### src/rtl/uart_rx_parity.sv
// UART receiver for 8N1/8E1/8O1 frames, LSB first, with mid-bit sampling.
// Emits a one-cycle VALID strobe carrying the byte plus parity and framing error flags.
module uart_rx_parity #(
  parameter int unsigned CLKS_PER_BIT = 868,
  parameter int unsigned SYNC_STAGES  = 2
) (
  input  logic       clk,
  input  logic       rst_n,
  input  logic       RX,
  input  logic       PARITY_EN,
  input  logic       PARITY_MODE,
  output logic [7:0] DATA,
  output logic       VALID,
  output logic       PARITY_ERR,
  output logic       FRAME_ERR,
  output logic       BUSY
);

  localparam int unsigned CntW = $clog2(CLKS_PER_BIT);
  localparam logic [CntW-1:0] CntLast = CntW'(CLKS_PER_BIT - 1);
  localparam logic [CntW-1:0] CntHalf = CntW'(CLKS_PER_BIT / 2 - 1);

  typedef enum logic [2:0] {
    StIdle,
    StStart,
    StData,
    StPar,
    StStop
  } state_e;

  logic [SYNC_STAGES-1:0] sync_q;
  logic                   rx_s;

  state_e          state_q;
  logic [CntW-1:0] cnt_q;
  logic [2:0]      idx_q;
  logic [7:0]      sh_q;
  logic            par_q;
  logic            pen_q;
  logic            pmode_q;
  logic [7:0]      data_q;
  logic            valid_q;
  logic            perr_q;
  logic            ferr_q;
  logic            bit_end;

  // Synchronizer resets to the idle-high line level so reset never looks like a start bit.
  always_ff @(posedge clk or negedge rst_n) begin
    if (!rst_n) begin
      sync_q <= '1;
    end else begin
      sync_q <= {sync_q[SYNC_STAGES-2:0], RX};
    end
  end

  assign rx_s    = sync_q[SYNC_STAGES-1];
  assign bit_end = (cnt_q == CntLast);

  always_ff @(posedge clk or negedge rst_n) begin
    if (!rst_n) begin
      state_q <= StIdle;
      cnt_q   <= '0;
      idx_q   <= '0;
      sh_q    <= '0;
      par_q   <= 1'b0;
      pen_q   <= 1'b0;
      pmode_q <= 1'b0;
      data_q  <= '0;
      valid_q <= 1'b0;
      perr_q  <= 1'b0;
      ferr_q  <= 1'b0;
    end else begin
      valid_q <= 1'b0;
      unique case (state_q)
        StIdle: begin
          cnt_q <= '0;
          if (!rx_s) begin
            state_q <= StStart;
          end
        end
        StStart: begin
          if (cnt_q == CntHalf) begin
            cnt_q <= '0;
            idx_q <= '0;
            if (!rx_s) begin
              state_q <= StData;
              pen_q   <= PARITY_EN;
              pmode_q <= PARITY_MODE;
            end else begin
              state_q <= StIdle;
            end
          end else begin
            cnt_q <= cnt_q + CntW'(1);
          end
        end
        StData: begin
          if (bit_end) begin
            cnt_q       <= '0;
            sh_q[idx_q] <= rx_s;
            if (idx_q == 3'd7) begin
              state_q <= pen_q ? StPar : StStop;
            end else begin
              idx_q <= idx_q + 3'd1;
            end
          end else begin
            cnt_q <= cnt_q + CntW'(1);
          end
        end
        StPar: begin
          if (bit_end) begin
            cnt_q   <= '0;
            par_q   <= rx_s;
            state_q <= StStop;
          end else begin
            cnt_q <= cnt_q + CntW'(1);
          end
        end
        StStop: begin
          if (bit_end) begin
            // Leave at mid stop bit so a zero-gap start edge is still caught.
            cnt_q   <= '0;
            data_q  <= sh_q;
            perr_q  <= pen_q & (par_q != ((^sh_q) ^ pmode_q));
            ferr_q  <= ~rx_s;
            valid_q <= 1'b1;
            state_q <= StIdle;
          end else begin
            cnt_q <= cnt_q + CntW'(1);
          end
        end
        default: begin
          state_q <= StIdle;
          cnt_q   <= '0;
        end
      endcase
    end
  end

  assign DATA       = data_q;
  assign VALID      = valid_q;
  assign PARITY_ERR = perr_q;
  assign FRAME_ERR  = ferr_q;
  assign BUSY       = (state_q != StIdle);

endmodule

### config.mk
export PLATFORM = sky130hd
export DESIGN_NAME = uart_rx_parity
export DESIGN_NICKNAME = d
export VERILOG_FILES = /design/src/rtl/uart_rx_parity.sv
export SDC_FILE = /design/constraint.sdc
export NUM_CORES = 1
export LEC_CHECK = 0
export ABC_AREA = 0
export BUFFER_PORTS_ARGS = -buffer_cell sky130_fd_sc_hd__buf_2
export CAP_MARGIN = 20
export CORE_ASPECT_RATIO = 1.75
export CORE_MARGIN = 4
export CORE_UTILIZATION = 58
export CTS_CLUSTER_DIAMETER = 50
export DETAILED_ROUTE_END_ITERATION = 8
export HOLD_SLACK_MARGIN = 0.08
export PLACE_DENSITY = 0.77
export SKIP_CTS_REPAIR_TIMING = 1
export SYNTH_ARGS = -nofsm -noshare
export SYNTH_HDL_FRONTEND = slang
export SYNTH_SLANG_ARGS = --single-unit
### constraint.sdc
create_clock -name clk -period 3.1 [get_ports clk]
set_clock_uncertainty 0.2 [all_clocks]
set_input_delay 0.31 -clock clk [delete_from_list [all_inputs] [get_ports clk]]
set_output_delay 0.31 -clock clk [all_outputs]
set_load 0.02 [all_outputs]
## After elaboration in Yosys (flattened, before gate mapping)

Index checks and enable logic that the tools add are counted.
W data, S select, Z words.

- Add/sub/neg operators: 2
- $lt $le $gt $ge: 2
- Equal/unequal tests: 15
- Muxes and demuxes: 21
- Bitwise gates (word level): 3
- Reduce and logical (&&, ||, !) cells: 12

Operators with widths:

| cell | number |
|---|---|
| $mux W3 | 10 |
| $mux W10 | 2 |
| $pmux W10 S2 | 1 |
| $pmux W3 S5 | 1 |
| $ne A2 B2 Y1 const B | 7 |
| $add A10 B1 Y10 const B | 1 |
| $eq A10 B10 Y1 const B | 1 |
| $eq A10 B9 Y1 const B | 1 |
| $bwmux W8 | 1 |
| $reduce_xor A8 Y1 | 1 |
| $eq A3 B2 Y1 const B | 2 |
| $eq A3 B3 Y1 const B | 2 |
| $pmux W3 S2 | 1 |
| $reduce_and A2 Y1 | 3 |
| $reduce_and A6 Y1 | 1 |
| $lt A3 B4 Y1 const B | 1 |
| $reduce_and A4 Y1 | 1 |
| $add A3 B1 Y3 const B | 1 |
| $demux W1 S3 | 1 |
| $eq A3 B1 Y1 const B | 1 |
| $ge A3 B1 Y1 const B | 1 |
| $logic_not A3 Y1 | 1 |
| $mux W1 | 3 |
| $reduce_and A3 Y1 | 1 |
| 9 further kinds | 9 |

- Flip-flop bits (word level): 40
- Bits of input ports: 5
- Output and inout bits: 12
- Word-level logic and storage cells: 67

## Longest topological paths before layout

- Depth in word-level cells: 5
- Gate-level depth with buffers: 8

## Least setup slack after synthesis

Ideal clock, no wire load.

- Kind: register to register
- Start: register cnt_q[1]
- End: register pmode_q
- Arrival: 1899 ps
- Required time: 2773 ps
- Path slack: 873 ps
- Stages on the path, launching flop included: 7
- Path through: dfrtp_1 -> inv_1 -> ha_1 -> or4bb_1 -> or4_4 -> nor2_2 -> mux2_1

- Word-level cells in the longest chain between the ends: 2

RTL lines:

| what | RTL line | RTL |
|---|---|---|
| from (decl) | 35 | `logic [CntW-1:0] cnt_q;` |
| from (signal assigned) | 93 | `cnt_q <= cnt_q + CntW'(1);` |
| from (signal assigned) | 106 | `cnt_q <= cnt_q + CntW'(1);` |
| from (signal assigned) | 115 | `cnt_q <= cnt_q + CntW'(1);` |
| $eq A10 B9 Y1 | 82 | `if (cnt_q == CntHalf) begin` |
| $reduce_and A3 Y1 (no source line) | - |  |
| to (signal assigned) | 67 | `pmode_q <= 1'b0;` |
| to (signal assigned) | 88 | `pmode_q <= PARITY_MODE;` |
| to (decl) | 40 | `logic pmode_q;` |

Every way passes these cells.
A chain may end at the register's enable or synchronous reset.

## Final worst setup path

- Start: register cnt_q[0]
- End: register sh_q[4]

- Word-level cells in the longest chain between the ends: 2

RTL lines:

| what | RTL line | RTL |
|---|---|---|
| $eq A10 B10 Y1 | 57 | `assign bit_end = (cnt_q == CntLast);` |
| $reduce_and A2 Y1 (no source line) | - |  |
| to (signal, indexed assignment) | 99 | `sh_q[idx_q] <= rx_s;` |
| to (decl) | 37 | `logic [7:0] sh_q;` |

Every way passes these cells.

==> impl_metrics.toml <==
[status]
status = "finished clean"

[job]
max_cap_violations = 0

[cells_and_area]
layout_common_cells = "38 x dfrtp_1, 23 x nor2_1, 17 x mux2_2"
area_growth_pct = 12.5
diodes = 0
fillers = 264
final_common_cell = "dfrtp_1"
regArea_mm2 = 0.00100
drive_above_1_share = 0.272
multi_input_area_um2 = 866
fin_nets = 203

[timing]
fin_crit_ns = 2.33
rsz0062_at_grt = "no"
slew_headroom = 0.410
hold_violations = 0
tightest_slew_ns = 0.885
setup_viol = 0
fin_setup_tns_ns = 0
period_share = 0.752
fmax_mhz = 429
slew_violations = 0
holdWs_ns = 0.0910

[power]
p_per_area_mw_per_mm2 = 410
leakage_uw = 0.00105
vdd_drop_max_mv = 0.343

[global_route]
antenna_found_initial = 0
grt-ovfl-total = 0
grt_max_degree = 41
grt_usage = 0.193
first_global_vias = 1385
grt_pass1_wl_um = 6350

[logic_synthesis]
synth_xor_xnor_area_share = 0.0796
synth.yosys.warnings = 0
syn_nets = 180
yosysSeqAreaShare = 0.519
syn_area_mm2 = 0.00193
yosys.area_share.simple = 0.195
yosys-mux-area-fraction = 0.115
synth_top_family_by_area = "simple AND/OR/NAND/NOR gates"
synth_compound_area_frac = 0.0317
ys_ff_latch = 40
netlist_instances = 171
syn_avg_cell_area_um2 = 11.3
synth_adder_area_share = 0.0259
ys_types = 36

[cts]
clkSlewWorstSetupHoldPaths_ns = 0.08
clockBufferDepth = 2
cts_sinks = 40
cts_tree = "yes"
clock-root-buffer = "clkbuf_8"
numCtsBuffers = 5
ctsHtreeMaxLevel = 2
clk_latency_ns = 0.29

[place]
place_congestion = 0.763
io_buffers = 16
hpwl_um = 2640

[floorplan]
die-area_mm2 = 0.00436
fp.dieW_um = 51.6
io-pin-count = 17
start_util = 0.609
core_area_mm2 = 0.00318
die_y_um = 84.4
rows = 27

[drt]
vias_per_cell = 5.45
dr_total_vias = 1298
drt-initial-drc-count = 27
wl_um = 3580
first_pass_iters = 6
drc = 0
ant_nets = 0
avgRoutedWirePerCell_um = 15.0

[setup_path]
cp-end-kind = "flop"
path_class = "reg2reg"
crit_path_start_kind = "flop"
required_ns = 3.07
arrival_ns = 2.30
path_max_fanout = 9

[min_path]
hold_class = "in2reg"
## registers in the layout, indices dropped and copies added (netlist names)
signal / cells
sync_q: 2
DATA: 8
pmode_q: 1
idx_q: 3
state_q: 3
par_q: 1
FRAME_ERR: 1
cnt_q: 10
PARITY_ERR: 1
pen_q: 1
sh_q: 8
VALID: 1
## cells in the mapped netlist (all sizes together)
cell,n,area share
a21oi,3,0.0078
and2,1,0.0032
and2b,1,0.0039
buf,4,0.014
clkbuf,1,0.0019
dfrtp,38,0.49
dfstp,2,0.027
ha,4,0.026
inv,9,0.017
mux2,18,0.10
mux2i,2,0.010
nand2,9,0.017
nand2b,1,0.0032
nand3,12,0.031
nand3b,2,0.0078
nand4,3,0.017
nor2,24,0.048
nor2b,1,0.0032
nor3,3,0.0078
nor3b,3,0.023
nor4,1,0.0032
o21ai,6,0.016
o2bb2ai,1,0.0045
o31ai,1,0.0039
or3b,1,0.0045
or4,3,0.016
or4bb,1,0.0058
xnor2,12,0.054
xnor3,1,0.012
xor2,3,0.014
## worst max-delay path: stages, from the launching register on
cell     delay, ns
dfrtp_1       0.42
ha_1          0.23
and2b_1       0.20
nand4_4       0.15
or4_4         0.49
nor3b_2       0.20
mux2_2        0.34
## routing by layer
metal	GRT usage	part of all wire	vias to the layer above	wire [µm]
li1	-	-	628	-
met1	0.198	0.36	648	1300
met2	0.363	0.59	15	2120
met3	0.0373	0.025	7	89
met4	0.0788	0.019	0	68
met5	0	0	-	0
## report_power, final
part / internal [µW] / switching (µW) / total, µW
clock network: 177 / 171 / 348
registers: 524 / 2.69 / 527
logic: 4.68 / 11.6 / 16.3
## stage by stage
stage	cells	cell area [µm²]	worst slack [ns]	total power (µW)	util
after floorplan	171	1930	0.873	537	-
after global placement	227	2050	0.835	550	0.646
after detailed placement	227	2050	0.765	551	0.646
after CTS	235	2140	0.761	901	0.675
after global routing	238	2170	0.584	928	0.685
final	238	2170	0.769	891	0.685
## final cells by class
| type | instances | share of cell area |
|---|---|---|
| inverters | 9 | 0.0155 |
| multi-input cells | 117 | 0.398 |
| clock inverters | 2 | 0.00460 |
| well taps | 43 | 0.0247 |
| repair buffers | 21 | 0.0575 |
| clock buffers | 6 | 0.0380 |
| flip-flops and latches | 40 | 0.461 |
## cell families after synthesis
group | after synthesis
and+or+nand+nor | 66
DFF | 40
muxes | 20
xor gates and xnor gates | 16
buffers and inverters | 14
AOI/OAI and AO/OA | 11
adders and majority gates | 4
## path summary, 6_finish.rpt
check,start,to,slack (ns),cells after the start
setup / recovery,cnt_q[0]$_DFF_PN0_,sh_q[4]$_DFFE_PN0P_,0.77,6
setup reg to reg,cnt_q[0]$_DFF_PN0_,sh_q[4]$_DFFE_PN0P_,0.77,6
max in group asynchronous,rst_n,cnt_q[3]$_DFF_PN0_,1.66,2
hold / removal,PARITY_EN,pen_q$_DFFE_PN0P_,0.09,3
hold reg to reg,sync_q[0]$_DFF_PN1_,sync_q[1]$_DFF_PN1_,0.16,0
min in group asynchronous,rst_n,PARITY_ERR$_DFFE_PN0P_,0.48,2
Power figures use the tool's default switching activity.
